--- src/rtl/brinquedo_pkg.sv ---
// Shared types and constants for the toy ride sequencer.
//  estado_t      : ride FSM state (OCIOSO idle, CONTANDO countdown, FIM end hold)
//  CONT_INICIAL  : first value shown when a ride starts
package brinquedo_pkg;

  typedef enum logic [1:0] {
    OCIOSO   = 2'd0,
    CONTANDO = 2'd1,
    FIM      = 2'd2
  } estado_t;

  localparam logic [2:0] CONT_INICIAL = 3'd7;

endpackage

--- src/rtl/detector_botao.sv ---
// Raw active-low button -> one-cycle press pulse.
// 2-FF synchroniser, debounce counter, falling-edge detect on the debounced level.
// Ports:
//  clock_entrada  in  system clock, rising edge
//  reset_n        in  asynchronous active-low reset
//  botao_bruto    in  raw button level, pressed = 0
//  pulso          out one-cycle pulse on each accepted press
module detector_botao #(
  parameter int unsigned DEBOUNCE_CYC = 500_000
) (
  input  logic clock_entrada,
  input  logic reset_n,
  input  logic botao_bruto,
  output logic pulso
);

  localparam int unsigned CW = (DEBOUNCE_CYC > 1) ? $clog2(DEBOUNCE_CYC) : 1;

  logic          sinc1;
  logic          sinc2;
  logic          nivel;
  logic          nivel_ant;
  logic [CW-1:0] cnt;

  // All level registers reset to "released" so reset release never yields a pulse.
  always_ff @(posedge clock_entrada or negedge reset_n) begin
    if (!reset_n) begin
      sinc1     <= 1'b1;
      sinc2     <= 1'b1;
      nivel     <= 1'b1;
      nivel_ant <= 1'b1;
      cnt       <= '0;
    end else begin
      sinc1     <= botao_bruto;
      sinc2     <= sinc1;
      nivel_ant <= nivel;
      if (sinc2 != nivel) begin
        // DEBOUNCE_CYC consecutive differing cycles accept the new level
        if (cnt == CW'(DEBOUNCE_CYC - 1)) begin
          nivel <= sinc2;
          cnt   <= '0;
        end else begin
          cnt <= cnt + CW'(1);
        end
      end else begin
        cnt <= '0;
      end
    end
  end

  assign pulso = nivel_ant & ~nivel;

endmodule

--- src/rtl/controle_brinquedo.sv ---
// Ride-cycle sequencer: start button launches an 8-step countdown driving the motor
// and the display value, followed by an end-of-ride hold; stop button aborts anytime.
// Ports:
//  clock_entrada  in   system clock, rising edge
//  reset_n        in   asynchronous active-low reset
//  botao          in   start button, raw, active-low
//  botao_parar    in   emergency-stop button, raw, active-low
//  contagem       out  3-bit countdown value for the display decoder
//  motor          out  motor enable, high only while counting
//  led_fim        out  end-of-ride indicator, high only in the end hold
//  ocupado        out  high while counting or in the end hold
module controle_brinquedo
  import brinquedo_pkg::*;
#(
  parameter int unsigned TICK_DIV     = 50_000_000,
  parameter int unsigned DEBOUNCE_CYC = 500_000,
  parameter int unsigned FIM_TICKS    = 2
) (
  input  logic       clock_entrada,
  input  logic       reset_n,
  input  logic       botao,
  input  logic       botao_parar,
  output logic [2:0] contagem,
  output logic       motor,
  output logic       led_fim,
  output logic       ocupado
);

  localparam int unsigned PW = $clog2(TICK_DIV);
  localparam int unsigned FW = (FIM_TICKS > 1) ? $clog2(FIM_TICKS) : 1;

  estado_t       estado, estado_prox;
  logic [2:0]    contagem_prox;
  logic [PW-1:0] presc, presc_prox;
  logic [FW-1:0] fim_cnt, fim_cnt_prox;
  logic          tick;
  logic          ini_p;
  logic          par_p;

  detector_botao #(.DEBOUNCE_CYC(DEBOUNCE_CYC)) u_det_ini (
    .clock_entrada (clock_entrada),
    .reset_n       (reset_n),
    .botao_bruto   (botao),
    .pulso         (ini_p)
  );

  detector_botao #(.DEBOUNCE_CYC(DEBOUNCE_CYC)) u_det_par (
    .clock_entrada (clock_entrada),
    .reset_n       (reset_n),
    .botao_bruto   (botao_parar),
    .pulso         (par_p)
  );

  assign tick = (presc == PW'(TICK_DIV - 1));

  always_comb begin
    estado_prox   = estado;
    contagem_prox = contagem;
    fim_cnt_prox  = fim_cnt;
    presc_prox    = '0;
    case (estado)
      OCIOSO: begin
        if (ini_p) begin
          estado_prox   = CONTANDO;
          contagem_prox = CONT_INICIAL;
        end
      end
      CONTANDO: begin
        presc_prox = tick ? '0 : presc + PW'(1);
        if (tick) begin
          if (contagem != 3'd0) begin
            contagem_prox = contagem - 3'd1;
          end else begin
            estado_prox  = FIM;
            fim_cnt_prox = '0;
          end
        end
      end
      FIM: begin
        presc_prox    = tick ? '0 : presc + PW'(1);
        contagem_prox = 3'd0;
        if (tick) begin
          if (fim_cnt == FW'(FIM_TICKS - 1)) begin
            estado_prox = OCIOSO;
          end else begin
            fim_cnt_prox = fim_cnt + FW'(1);
          end
        end
      end
      default: begin
        estado_prox   = OCIOSO;
        contagem_prox = 3'd0;
      end
    endcase
    // Stop overrides everything, including a same-cycle start.
    if (par_p) begin
      estado_prox   = OCIOSO;
      contagem_prox = 3'd0;
    end
    if (estado_prox != estado) begin
      presc_prox = '0;
    end
  end

  // Outputs are decoded from the next state so they are registered alongside it.
  always_ff @(posedge clock_entrada or negedge reset_n) begin
    if (!reset_n) begin
      estado   <= OCIOSO;
      contagem <= 3'd0;
      presc    <= '0;
      fim_cnt  <= '0;
      motor    <= 1'b0;
      led_fim  <= 1'b0;
      ocupado  <= 1'b0;
    end else begin
      estado   <= estado_prox;
      contagem <= contagem_prox;
      presc    <= presc_prox;
      fim_cnt  <= fim_cnt_prox;
      motor    <= (estado_prox == CONTANDO);
      led_fim  <= (estado_prox == FIM);
      ocupado  <= (estado_prox == CONTANDO) || (estado_prox == FIM);
    end
  end

endmodule
--- config.mk ---
export PLATFORM = sky130hd
export DESIGN_NAME = controle_brinquedo
export DESIGN_NICKNAME = d
export VERILOG_FILES = /design/src/rtl/brinquedo_pkg.sv /design/src/rtl/detector_botao.sv /design/src/rtl/controle_brinquedo.sv
export SDC_FILE = /design/constraint.sdc
export NUM_CORES = 1
export LEC_CHECK = 0
export ABC_CLOCK_PERIOD_IN_PS = 2500
export CAP_MARGIN = 5
export CORE_ASPECT_RATIO = 1.1
export CORE_MARGIN = 8
export CORE_UTILIZATION = 55
export CTS_CLUSTER_DIAMETER = 100
export CTS_CLUSTER_SIZE = 40
export DETAILED_ROUTE_END_ITERATION = 10
export GPL_TIMING_DRIVEN = 1
export PLACE_DENSITY = 0.75
export SETUP_SLACK_MARGIN = 0.2
export SLEW_MARGIN = 20
export SYNTH_ARGS = -nofsm -noshare
export SYNTH_HDL_FRONTEND = slang
export SYNTH_SLANG_ARGS = --single-unit
--- constraint.sdc ---
create_clock -name clock_entrada -period 2.5 [get_ports clock_entrada]
set_clock_uncertainty 0.05 [all_clocks]
set_input_delay 0.375 -clock clock_entrada [delete_from_list [all_inputs] [get_ports clock_entrada]]
set_output_delay 0.375 -clock clock_entrada [all_outputs]
set_load 0.05 [all_outputs]
Yosys cells after proc, flatten, opt, wreduce, memory -nomap -nowiden
Index checks and enable logic that the tools add are counted.
{ "word_totals": {"reg_bits": 81} }
{ "classes": {"n_reduce_logical": 9, "bitwise": 4, "muxes": 24, "eq_ne": 16, "addsub": 5} }
{ "op_table": {"columns": ["cell", "count"], "rows": [
  ["26-bit 2-to-1 mux", 3],
  ["19-bit 2-to-1 mux", 4],
  ["19-bit by 1-bit adder with 19-bit output (second input constant)", 2],
  ["19-bit equality test (second input constant)", 2],
  ["26-bit by 1-bit adder with 26-bit output (second input constant)", 1],
  ["26-bit equality test (second input constant)", 1],
  ["2-bit 2-to-1 mux", 6],
  ["3-bit 2-to-1 mux", 4],
  ["3-bit != test (second input constant)", 3],
  ["2-bit != test (second input constant)", 3],
  ["2-bit case mux with 3 select lines", 1],
  ["3-bit case mux with 2 select lines", 1],
  ["2-bit by 1-bit equality test with 1-bit output (second input constant)", 2],
  ["2-bit equality test (second input constant)", 2],
  ["1-bit 2-to-1 mux", 4],
  ["2-bit AND reduction", 2],
  ["4-bit AND reduction", 1],
  ["3-bit AND reduction", 1],
  ["3-bit nonzero test", 1],
  ["3-bit by 1-bit subtractor with 3-bit output (second input constant)", 1],
  ["1-bit AND", 2],
  ["2-bit zero test", 1],
  ["1-bit != test", 2],
  ["2-bit != test", 1],
  ["other kinds (6)", 7]
]} }

Logic depth before layout (Yosys ltp)
Gate-level depths: netlist of the first run.
{ "logic_depth": {"ltp_word": 7, "depth_mapped": 10, "mapped_depth_nobuf": 8} }

Modules after synthesis
From an unflattened synthesis of the first run, not the netlist that was laid out.
{ "hier_totals": {"hier_cells": 426, "area_unflattened_um2": 4365.4} }
{ "by_module_without_submodules": {"columns": ["module", "seq_area_each_um2", "area_each_um2", "n_inst", "cells_per_inst"], "rows": [
  ["detector_botao", 580.6, 1116.1, 2, 107],
  ["controle_brinquedo", 875.8, 2133.3, 1, 212]
]} }

Worst setup path before layout of the first run
OpenSTA, ideal clock, no wires.
{ "synth_path": {"kind": "register to register", "start": "register presc[7]", "end": "register presc[22]", "path_slack_ps": -27, "setup_ps": 119, "required_time_ps": 2331, "n_path_buf": 1, "stages_incl_launch_ff": 8, "period_less_slack_ps": 2527, "t_arrival_ps": 2358, "cell_sequence": "dfrtp_1 > nor4b_1 > nand4_1 > or4_4 > a21oi_4 > mux2i_1 > buf_4 > nor2_1"} }
{ "synth_via": {"elab_chain_len": 6, "elab_cells_between_ends": 10, "cone_classes": "1 x add/sub; 2 x eq/ne; 7 x mux"} }
{ "synth_rtl": {"columns": ["element", "line", "rtl"], "rows": [
  ["start, declared", "controle_brinquedo.sv:34", "logic [PW-1:0] presc, presc_prox;"],
  ["start signal, assigned", "controle_brinquedo.sv:118", "presc <= presc_prox;"],
  ["parallel branches: the longest is 5 deep, another holds 26-bit by 1-bit adder with 26-bit output", null, null],
  ["26-bit 2-to-1 mux *", "controle_brinquedo.sv:100", "if (estado_prox != estado) begin"],
  ["net presc_prox[22]", "controle_brinquedo.sv:34", null]
]} }
Mark *: on every way through the listed nets, which the timed path passes.
A chain may end at the register's enable or synchronous reset.

Worst setup path in the final report of the first run
{ "layout_path": {"start": "register presc[7]", "end": "register presc[3]"} }
{ "layout_via": {"elab_chain_len": 6, "elab_cells_between_ends": 9, "cone_classes": "2 x eq/ne; 7 x mux"} }
{ "layout_rtl": {"columns": ["element", "line", "rtl"], "rows": [
  ["26-bit equality test *", "controle_brinquedo.sv:54", "assign tick = (presc == PW'(TICK_DIV - 1));"],
  ["2-bit 2-to-1 mux, on equally long branches", "controle_brinquedo.sv:82, controle_brinquedo.sv:70", null],
  ["2-bit case mux with 3 select lines", "controle_brinquedo.sv:61", "case (estado)"],
  ["2-bit 2-to-1 mux", "controle_brinquedo.sv:96", "if (par_p) begin"],
  ["2-bit != test", "controle_brinquedo.sv:100", null],
  ["26-bit 2-to-1 mux *", "controle_brinquedo.sv:100", null],
  ["net presc_prox[3]", "controle_brinquedo.sv:34", null]
]} }
Mark *: on every way through the listed nets, which the timed path passes. The rest lies on a longest branch.

==> summary.md, run 1 <==
| Metric | Value |
|---|---|
| Status | `finished, final reports clean` |
| Arr. time, crit path | `2530 ps` |
| Iter 0 DRT Violations | `about 120` |
| Count of port buffers added during placement | `9` |
| Layout cells sized above 1 | `0.1364` |
| Area Overhead vs Synth | `15.53%` |
| Cell Chain, Critical Path | `nor4b_4, nand4_1, or4_4, a21oi_4, mux2i_4, buf_12, nor2_1` |
| Post-synthesis adder-cell area fraction | `0.03480` |
| Yosys reg bits | `81` |
| Clock Path Buffers | `2` |
| Tmin final | `2336 ps` |
| Worst Setup SP | `presc[7]$_DFF_PN0_` |
| Area of the core | `0.007007 mm²` |
| Syn_area_per_cell | `9.912 µm²` |
| Synthesized net count | `414` |
| Ys async rst share | `1.000` |
| Mapped cell area | `0.003955 mm²` |
| Hold Fails Final Rpt | `0` |
| Worst setup margin | `164.3 ps` |
| CTS tree | `built` |
| Worst r2r dst | `presc[3]$_DFF_PN0_` |
| Final period util | `0.9343` |
| Worst R2R Path Depth | `7` |
| Synth area leader | `dfrtp_1` |
| Post-synthesis compound-gate area fraction | `0.03670` |
| CP endpoint | `presc[3]$_DFF_PN0_` |
| Vias | `2940` |
| Total Wirelength | `7.707 mm` |
| Starting Density | `0.5645` |
| Max Freq | `428.1 MHz` |
| Required time worst endpoint | `roughly 2700 ps` |
| CP startpoint kind | `flop` |
| Pwr Density | `529.8 mW/mm²` |
| First-pass GRT wire length | `12.98 mm` |
| Hold WC Path Type | `flop to flop` |
| Number of H-tree levels | `3` |
| XOR/XNOR Fraction of Synth Area | `0.1329` |
| Setup CP Type | `flop to flop` |
| Pins over their slew limit | `0` |
| Final #Nets | `450` |
| Vias per inst | `roughly 5.6` |
| Root Buffer Master | `clkbuf_8` |
| DRC viols | `0` |
| Largest family of logic cells by synthesized area | `simple AND/OR/NAND/NOR gates` |
| Final Cell Area | `0.004569 mm²` |
| Sequential area share after synthesis | `0.5150` |
| CTS clock-pin slew for the worst setup and hold paths | `90 ps` |
| Initial antenna violation count | `0` |
| Rel. slew slack | `0.6187` |
| # rows | `32` |
| Synth cell types | `42` |
| Die Y | `104.9 µm` |
| Antenna Cells | `0` |
| Vias in the first global route | `between 2000 and 3000` |
| DRT antenna net count | `0` |
| CP max stage delay | `490 ps` |
| Synth warn | `0` |
| Synth Area in Simple Gates | `0.2477` |
| Final setup viols | `0` |
| Pin count of the biggest net entering global routing | `37` |
| Synth top area share | `0.4619` |
| Reg-to-reg slack, setup | `160 ps` |
| Cts bufs inserted | `9` |
| Slowest CP cell | `or4_4` |
| RSZ-0062 raised after global routing | `true` |
| Max FO, Critical Path | `16` |
| Dpl ws | `123.2 ps` |
| Global route overflow | `0` |
| Maximum Capacitance Violations | `0` |
| Ports | `10` |
| Worst vdd ir | `0.0004674 V` |
| Dpl hpwl | `5.029 mm` |
| Top cells by area, synth | `dfrtp_1 46%, xor2_1 7.3%, nor2_1 6.7%` |
| RR Startpoint | `presc[7]$_DFF_PN0_` |
| Worst Tran Pin Value | `566.8 ps` |
| Post-synthesis mux area share | `0.008225` |
| Later-pin clock latency in the skew report | `370 ps` |
| Placed inst area | `0.004238 mm²` |
| Clock sinks | `81` |
| Leakage | `1.908 nW` |
| Post-synth EDFFs | `0` |
| Top FF cell, synth | `dfrtp_1` |
| Setup TNS | `0 ps` |
| Placer congestion estimate | `~0.8` |
| Die X | `96.86 µm` |
| GR Util All Layers | `0.1537` |
| Die area | `approximately 0.010 mm²` |
| Crit. End Element | `flop` |
| Pre-antenna DRT Iters | `5` |
| Syn Inst Count | `between 300 and 400` |
| DR WL/cell | `14.68 µm` |
## sequential cells by signal, summed over array words and instances (netlist names)
| signal | cells |
|---|---|
| u_det_par.cnt | 19 |
| estado | 2 |
| u_det_ini.sinc1 | 1 |
| u_det_par.sinc2 | 1 |
| motor | 1 |
| u_det_par.nivel_ant | 1 |
| led_fim | 1 |
| u_det_ini.cnt | 19 |
| presc | 26 |
| u_det_ini.nivel_ant | 1 |
| fim_cnt | 1 |
| u_det_ini.sinc2 | 1 |
| u_det_ini.nivel | 1 |
| u_det_par.nivel | 1 |
| u_det_par.sinc1 | 1 |
| ocupado | 1 |
| contagem | 3 |
## cell usage in the layout, fill, tap and decap left out, types with 8 or more instances in the layout
master,netlist,final
dfstp_2,8,8
nand4_1,13,13
nor4_1,9,8
xnor2_1,27,27
ha_1,11,11
xor2_1,33,33
dfrtp_1,73,72
buf_4,1,23
nor2_1,71,71
inv_1,17,17
clkbuf_8,0,9
clkdlybuf4s50_1,0,8
nand2_1,26,26
nor3_1,22,20
nand3_1,28,28
## routing by layer
layer	track usage	share of wire	routed length, µm	vias to the layer above
li1	-	-	-	1432
met1	0.1746	0.45	3486	1444
met2	0.2604	0.50	3830	57
met3	0.05402	0.045	346	7
met4	0.05721	0.0057	44	0
met5	0	0	0	-
## power breakdown
group / switching (mW) / internal, mW
logic: 0.0430 / 0.0168
registers: 0.00910 / 1.32
clock network: 0.466 / 0.563
## timing repair
action | 4_1_cts | 5_1_grt
hold endpoints to repair | 28 | 0
pin swaps | 3 | 3
cloned | 0 | 1
resized for setup | 3 | 7
endpoints found under the setup margin | 23 | 31
setup buffers | 3 | 6
hold buffers | 1 | 0
## through the flow
stage	util	power (mW)	std cells	hold slack [ps]
after floorplan	-	1.380	399	29.41
after global placement	0.6048	1.417	498	296.6
after detailed placement	0.6048	1.419	498	296.8
after CTS	0.6418	2.452	518	308.5
after global routing	0.6521	2.519	525	313.6
final	0.6521	2.421	525	308.1
## cells in the mapped netlist (2+ instances only)
| master | instances |
|---|---|
| ha_1 | 11 |
| nor2b_1 | 3 |
| or2_2 | 2 |
| inv_1 | 17 |
| nand2b_1 | 3 |
| nand3_1 | 28 |
| nor4_1 | 9 |
| nor4b_1 | 4 |
| and4_1 | 2 |
| dfstp_2 | 8 |
| o21ai_0 | 3 |
| xnor2_1 | 27 |
| nor2_1 | 71 |
| or3_1 | 2 |
| a21oi_1 | 6 |
| o2111ai_1 | 2 |
| dfrtp_1 | 73 |
| nand4_1 | 13 |
| nor3_1 | 22 |
| a31oi_1 | 2 |
| a211oi_1 | 2 |
| clkbuf_1 | 7 |
| nand2_1 | 26 |
| mux2_2 | 2 |
| and3_1 | 5 |
| xor2_1 | 33 |
## worst max-delay path: cells and delay by family (launching register included)
family | cells | cell delay [ps]
buf+inv | 1 | 160
flops | 1 | 450
simple gates | 4 | 1050
mux | 1 | 280
compound gates | 1 | 230
## layout make-up
class | instances | area (µm²)
Clock buffer | 11 | 131.4
Clock inverter | 5 | 81.33
Fill cell | 569 | 2437
Inverter | 17 | 63.81
Multi-Input combinational cell | 293 | 1866
Sequential cell | 81 | 2038
Tap cell | 85 | 106.4
Timing Repair Buffer | 33 | 282.8
## logic make-up after synthesis
group / Yosys count
mux: 3
simple gates: 198
xor+xnor: 60
buf+inv: 25
fa+ha+maj: 11
flops: 81
compound gates: 21
## worst min-delay path by stage
| stage | start | endpoint | slack, ps | depth (start not counted) |
|---|---|---|---|---|
| 2_1_floorplan | reset_n | contagem[0]$_DFFE_PN0P_ | 30 | 0 |
| 4_1_cts | u_det_ini.sinc1$_DFF_PN1_ | u_det_ini.sinc2$_DFF_PN1_ | 310 | 0 |
| 3_5_place_dp | u_det_ini.sinc1$_DFF_PN1_ | u_det_ini.sinc2$_DFF_PN1_ | 300 | 0 |
| 3_3_place_gp | u_det_ini.sinc1$_DFF_PN1_ | u_det_ini.sinc2$_DFF_PN1_ | 300 | 0 |
| 5_1_grt | u_det_ini.sinc1$_DFF_PN1_ | u_det_ini.sinc2$_DFF_PN1_ | 310 | 0 |
| 6_report | u_det_ini.sinc1$_DFF_PN1_ | u_det_ini.sinc2$_DFF_PN1_ | 310 | 0 |
Note: power is estimated with default switching activity, not from simulation.
==> run 2: changes to the inputs <==
- ABC_CLOCK_PERIOD_IN_PS: 2500 -> 2100
- MAX_ROUTING_LAYER: default -> met4
- clock period: 2.5 -> 2.1 ns (I/O delays scaled with it)
==> run 2 against run 1 <==
  * The flow now finishes with violations (setup timing)
  * Utilization grew 5.8 points
  * Die area is the same
  * Via count grew 4.5%
  * Global-route usage grew 0.81 points
  * Cell count grew 6.1%
  * Critical endpoint is now presc[17]$_DFF_PN0_
  * Largest power group unchanged
  * Highest routed layer unchanged
==> summary.md, run 2 (synthesized netlist as in run 1, its figures left out) <==
| Metric | Value |
|---|---|
| Final Power | `2.815 mW` |
| DRT antenna net count | `0` |
| Setup TNS | `-2849 ps` |
| Regs by FF count | `presc (26), u_det_ini.cnt (19), u_det_par.cnt (19)` |
| Vias per inst | `5.513` |
| Starting Density | `0.5645` |
| Pins over their slew limit | `0` |
| Area of the core | `0.007007 mm²` |
| Leakage | `~2.2 nW` |
| Sw Share | `0.2121` |
| Crit. End Element | `flop` |
| Worst hold-check slack | `between 300 and 400 ps` |
| Setup CP Type | `flop to flop` |
| Dpl hpwl | `5.421 mm` |
| Final Cell Area | `0.004979 mm²` |
| Most flop-heavy register | `presc` |
| Cts bufs inserted | `9` |
| RR Startpoint | `presc[8]$_DFF_PN0_` |
| Status | `finished, violations left` |
| Reg-to-reg slack, setup | `-120 ps` |
| Antenna Cells | `0` |
| Max reg flops | `26` |
| Die area | `0.01016 mm²` |
| Most frequent cells in the layout | `73 x dfrtp_1, 70 x nor2_1, 51 x buf_4` |
| Final period util | `1.058` |
| Layout cells sized above 1 | `0.2585` |
| Worst R2R Path Depth | `7` |
| Placed inst area | `0.004527 mm²` |
| Placed insts | `approximately 530` |
| Pre-antenna DRT Iters | `4` |
| # rows | `32` |
| Rel. slew slack | `0.6674` |
| Ports | `10` |
| Hold Fails Final Rpt | `0` |
| Hold WC Path Type | `flop to flop` |
| CTS tree | `built` |
| Required time worst endpoint | `2280 ps` |
| Total Wirelength | `between 8 and 9 mm` |
| Final setup viols | `28` |
| Global route overflow | `0` |
| DR WL/cell | `14.43 µm` |
| Tmin final | `around 2200 ps` |
| Slowest CP cell | `or4_4` |
| Hold_sp | `u_det_ini.sinc1$_DFF_PN1_` |
| Vias | `3071` |
| Area Overhead vs Synth | `25.88%` |
| First-pass GRT wire length | `around 13 mm` |
| Clock Path Buffers | `2` |
| Vias in the first global route | `approximately 3100` |
| Net load switching power | `0.5969 mW` |
| Arr. time, crit path | `2400 ps` |
| Die X | `approximately 97 µm` |
| Root Buffer Master | `clkbuf_8` |
| Pin count of the biggest net entering global routing | `38` |
| Clock power share | `0.405` |
| Number of H-tree levels | `3` |
| Max FO, Critical Path | `16` |
| Maximum Capacitance Violations | `0` |
| Placer congestion estimate | `0.8544` |
| Comb pwr share | `0.030` |
| GR Util All Layers | `0.1618` |
| CTS clock-pin slew for the worst setup and hold paths | `80 ps` |
| Later-pin clock latency in the skew report | `approximately 350 ps` |
| Die Y | `104.9 µm` |
| Clock sinks | `81` |
| Failing checks | `setup timing` |
| Worst setup margin | `-121.1 ps` |
| Commonest non-fill, non-tap cell in the layout | `dfrtp_1` |
| Max Freq | `450.2 MHz` |
| Pwr Density | `565.4 mW/mm²` |
| Final #Nets | `just under 500` |
| DRC viols | `0` |
| Count of port buffers added during placement | `9` |
| Worst Hold Depth | `0` |
| RSZ-0062 raised after global routing | `true` |
| Worst vdd ir | `a little under 0.0006 V` |
| Worst r2r dst | `presc[17]$_DFF_PN0_` |
| Flop pwr share | `0.565` |
| Iter 0 DRT Violations | `98` |
| Worst Tran Pin Value | `497.3 ps` |
| Hold EP | `u_det_ini.sinc2$_DFF_PN1_` |
| CP startpoint kind | `flop` |
| Initial antenna violation count | `0` |
| Cell Chain, Critical Path | `nor4_2, nand3_1, or4_4, a21oi_4, mux2i_4, buf_12, nor2_1` |
| Cell Int Power | `2.218 mW` |
| Fin cells | `557` |
| CP max stage delay | `570 ps` |
-- run 2: changes by cell type in the layout (fill, tap and decap cells not counted), sizes merged --
cell,change
or2,+1
bufinv,-1
buf,+31
dlygate4sd2,+3
clkdlybuf4s50,-3
clkinvlp,-1
clkbuf,+2
-- run 2: worst max path at each step --
stage,from,endpoint,slack (ps),cells past startpoint
floorplan,presc[8]$_DFF_PN0_,presc[22]$_DFF_PN0_,-200,7
global placement,presc[18]$_DFF_PN0_,ocupado$_DFF_PN0_,-110,9
detailed placement,presc[18]$_DFF_PN0_,ocupado$_DFF_PN0_,-210,8
CTS,presc[8]$_DFF_PN0_,presc[25]$_DFF_PN0_,-140,7
global route,presc[8]$_DFF_PN0_,presc[7]$_DFF_PN0_,-240,7
finish,presc[8]$_DFF_PN0_,presc[17]$_DFF_PN0_,-120,7
-- run 2: what timing repair did --
action | in CTS | in global routing
hold endpoints to repair | 35 | 0
hold buffers | 1 | 0
pin swaps | 10 | 4
setup endpoints to repair | 48 | 72
gates resized for setup | 19 | 28
setup buffers | 1 | 4
cloned | 0 | 1
-- run 2: area by class of cell --
type / count / area [µm²]
Clock buffer: 13 / 158.9
Clock inverter: 3 / 40.04
Fill cell: 504 / 2028
Inverter: 17 / 63.81
Multi-Input combinational cell: 294 / 2041
Sequential cell: 81 / 2037
Tap cell: 85 / 106.4
Timing Repair Buffer: 64 / 531.8
-- run 2: worst max-delay path: cells and delay by family (launching register included) --
family	cells	cell delay [ps]
simple gates	4	1020
compound gates	1	210
flops	1	390
buf+inv	1	160
mux	1	280
-- run 2: layer usage --
metal / global-route usage / wire length, µm / part of all wire / up-vias
li1: - / - / - / 1496
met1: 0.1838 / 3606 / 0.45 / 1523
met4: 0.06271 / 110 / 0.014 / 0
met3: 0.02701 / 183 / 0.023 / 13
met5: - / 0 / 0 / -
met2: 0.2788 / 4136 / 0.51 / 39
-- run 2: per-stage QoR --
step	setup WS, ps	utilization
after floorplan	-196.6	-
after global placement	-112.4	0.6461
after detailed placement	-214.3	0.6461
after CTS	-135.7	0.6859
after global routing	-242.8	0.7105
final	-121.1	0.7105
-- run 2: power groups by stage --
stage | clock network [mW] | registers, mW | logic (mW)
after floorplan | 0 | 1.61 | 0.0296
after global placement | 0 | 1.62 | 0.0736
after detailed placement | 0 | 1.62 | 0.0750
after CTS | 1.17 | 1.59 | 0.0777
after global routing | 1.22 | 1.59 | 0.0998
final | 1.14 | 1.59 | 0.0852
==> run 3: changes to the inputs <==
- ABC_AREA: default -> 0
- ABC_CLOCK_PERIOD_IN_PS: 2100 -> 2080
- CORE_UTILIZATION: 55 -> 61
- PLACE_DENSITY: 0.75 -> 0.79
- SETUP_SLACK_MARGIN: 0.2 -> 0.05
- clock period: 2.1 -> 2.08 ns (I/O delays scaled with it)
==> run 3 against run 2 <==
  * The flow still finishes with violations (setup timing)
  * Non-clock buffer count grew 1
  * Count of clock-buffer cells in the layout shrank 1
  * Via count is 1.0% higher
  * Utilization is 7.3 points higher
  * Sequential share of layout area up 0.80 points
  * First-iteration DRC count increased by 54%
  * Maximum frequency is 3.8% lower
  * Power is 0.19% lower
  * Global-route usage up 3.0 points
  * Final area shrank 1.9%
  * Wire length grew 5.1%
  * Hold slack improved by 2.8 ps
  * Highest routed layer unchanged
==> summary.md, run 3 (synthesized netlist as in run 1, its figures left out) <==
| Metric | Value |
|---|---|
| Status | `finished, violations left` |
| Failing checks | `setup timing` |
| Clock power share | `0.402` |
| Met3 routed WL | `between 200 and 300 µm` |
| Layout cells sized above 1 | `0.2246` |
| Final period util | `1.110` |
| Die Y | `100.5 µm` |
| Most flop-heavy register | `presc` |
| Area of the core | `roughly 0.0062 mm²` |
| Dpl hpwl | `about 5.6 mm` |
| Starting Density | `0.6347` |
| Worst hold-check slack | `308.7 ps` |
| Clock sinks | `81` |
| Number of buffers and inverters on the critical path | `2` |
| Comb pwr share | `0.028` |
| CTS tree | `built` |
| Final setup viols | `32` |
| RR Startpoint | `estado[0]$_DFF_PN0_` |
| Rel. slew slack | `0.6634` |
| Pins over their slew limit | `0` |
| Reg-to-reg slack, setup | `-230 ps` |
| Regs by FF count | `presc (26), u_det_ini.cnt (19), u_det_par.cnt (19)` |
| Hold Fails Final Rpt | `0` |
| Cell Chain, Critical Path | `inv_1, ha_1, and3b_1, o2111ai_1, o22ai_1, a21oi_4, mux2i_4, buf_12, nor2_1` |
| Root Buffer Master | `clkbuf_8` |
| Net load switching power | `~0.63 mW` |
| Commonest non-fill, non-tap cell in the layout | `dfrtp_1` |
| Vias per inst | `roughly 5.6` |
| Slowest CP cell | `dfrtp_1` |
| Final Cell Area | `0.004883 mm²` |
| Antenna Cells | `0` |
| CP max stage delay | `410 ps` |
| Ports | `10` |
| Maximum Capacitance Violations | `0` |
| Delay-heaviest family, CP | `compound AO/OA/AOI/OAI gates` |
| CTS clock-pin slew for the worst setup and hold paths | `90 ps` |
| Sw Share | `0.2256` |
| Pre-antenna DRT Iters | `4` |
| Met1 Routed Length | `3.661 mm` |
| Die area | `roughly 0.0093 mm²` |
| Count of port buffers added during placement | `9` |
| Final Power | `2.809 mW` |
| Placer congestion estimate | `0.8738` |
| Cell Int Power | `2.176 mW` |
| Cts bufs inserted | `9` |
| Tmin final | `2309 ps` |
| Worst Hold Depth | `0` |
| Pin count of the biggest net entering global routing | `38` |
| Worst Tran Pin Value | `slightly above 500 ps` |
| Hold WC Path Type | `flop to flop` |
| Number of H-tree levels | `3` |
| Fillers | `383` |
| Flop pwr share | `0.570` |
| DRC viols | `0` |
| Area Overhead vs Synth | `23.47%` |
| Worst vdd ir | `approximately 0.0005 V` |
| Vias | `approximately 3100` |
| Max FO, Critical Path | `16` |
| Required time worst endpoint | `2250 ps` |
| Clock Path Buffers | `2` |
| Util after Layout | `0.7837` |
| Global route overflow | `0` |
| Worst R2R Path Depth | `9` |
| RSZ-0062 raised after global routing | `true` |
| Worst r2r dst | `presc[12]$_DFF_PN0_` |
| Iter 0 DRT Violations | `151` |
| # rows | `30` |
| Final #Nets | `482` |
| Later-pin clock latency in the skew report | `350 ps` |
| Hold EP | `u_det_par.sinc2$_DFF_PN1_` |
| Met2 wire length | `4.388 mm` |
| Most frequent cells in the layout | `73 x dfrtp_1, 71 x nor2_1, 52 x buf_4` |
| Initial antenna violation count | `0` |
| Crit. End Element | `flop` |
| DRT antenna net count | `0` |
| Vias in the first global route | `3102` |
| Max Freq | `433.1 MHz` |
| Placed inst area | `0.004528 mm²` |
| Hold_sp | `u_det_par.sinc1$_DFF_PN1_` |
| CP startpoint kind | `flop` |
| Total Wirelength | `8.448 mm` |
| Pwr Density | `about 580 mW/mm²` |
| Max reg flops | `26` |
| Leakage | `2.073 nW` |
| Arr. time, crit path | `around 2500 ps` |
| First-pass GRT wire length | `14.17 mm` |
| Worst setup margin | `-228.9 ps` |
| Dpl ws | `-217.1 ps` |
| GR Util All Layers | `0.1922` |
| Setup CP Type | `flop to flop` |
| Top Metal Used | `met4` |
| Die X | `slightly above 90 µm` |
| DR WL/cell | `between 15 and 20 µm` |
==> run 3: area by class of cell <==
type,count,area (µm²),area share
Timing Repair Buffer,65,543.0,0.1112
Clock inverter,4,55.05,0.01127
Sequential cell,81,2037,0.4171
Multi-Input combinational cell,293,1949,0.3992
Tap cell,80,100.1,0.02050
Inverter,17,63.81,0.01307
Clock buffer,12,135.1,0.02767
==> run 3: how the worst max path moves through the flow <==
stage | startpoint | endpoint | slack, ps | cells after the start
finish | estado[0]$_DFF_PN0_ | presc[12]$_DFF_PN0_ | -230 | 9
global route | estado[0]$_DFF_PN0_ | presc[16]$_DFF_PN0_ | -310 | 9
CTS | presc[8]$_DFF_PN0_ | presc[12]$_DFF_PN0_ | -190 | 7
detailed placement | presc[8]$_DFF_PN0_ | presc[19]$_DFF_PN0_ | -220 | 7
global placement | presc[8]$_DFF_PN0_ | presc[12]$_DFF_PN0_ | -140 | 7
floorplan | presc[8]$_DFF_PN0_ | presc[22]$_DFF_PN0_ | -220 | 7
==> run 3: worst reg2reg max path, cell delays in order (launching register included) <==
cell and delay [ps]:
dfrtp_1 410, inv_1 90, ha_1 250, and3b_1 210, o2111ai_1 270, o22ai_1 180
a21oi_4 220, mux2i_4 280, buf_12 160, nor2_1 60
==> run 3: routing by layer <==
| layer | up-vias | global-route usage |
|---|---|---|
| li1 | 1497 | - |
| met1 | 1531 | 0.2331 |
| met2 | 64 | 0.3078 |
| met3 | 11 | 0.03875 |
| met4 | 0 | 0.07692 |
| met5 | - | - |
==> run 3: power by group through the flow <==
| stage | clock network (mW) | logic, mW | registers [mW] |
|---|---|---|---|
| final | 1.13 | 0.0779 | 1.60 |
| after global routing | 1.21 | 0.0906 | 1.60 |
| after CTS | 1.14 | 0.0785 | 1.60 |
| after detailed placement | 0 | 0.0767 | 1.63 |
| after global placement | 0 | 0.0735 | 1.63 |
| after floorplan | 0 | 0.0291 | 1.63 |
==> run 3: per-stage QoR <==
| step | setup TNS [ps] | cells |
|---|---|---|
| after detailed placement | -5366 | 530 |
| final | -6251 | 552 |
| after floorplan | -4167 | 399 |
| after global routing | -8751 | 552 |
| after CTS | -4448 | 551 |
| after global placement | -3017 | 530 |
==> run 3: what timing repair did <==
item,CTS,global route
hold endpoints to repair,24,0
gates resized for setup,15,15
endpoints found under the setup margin,32,64
hold buffers,1,0
setup buffers,4,3
pin swaps,7,4
cloned,1,0
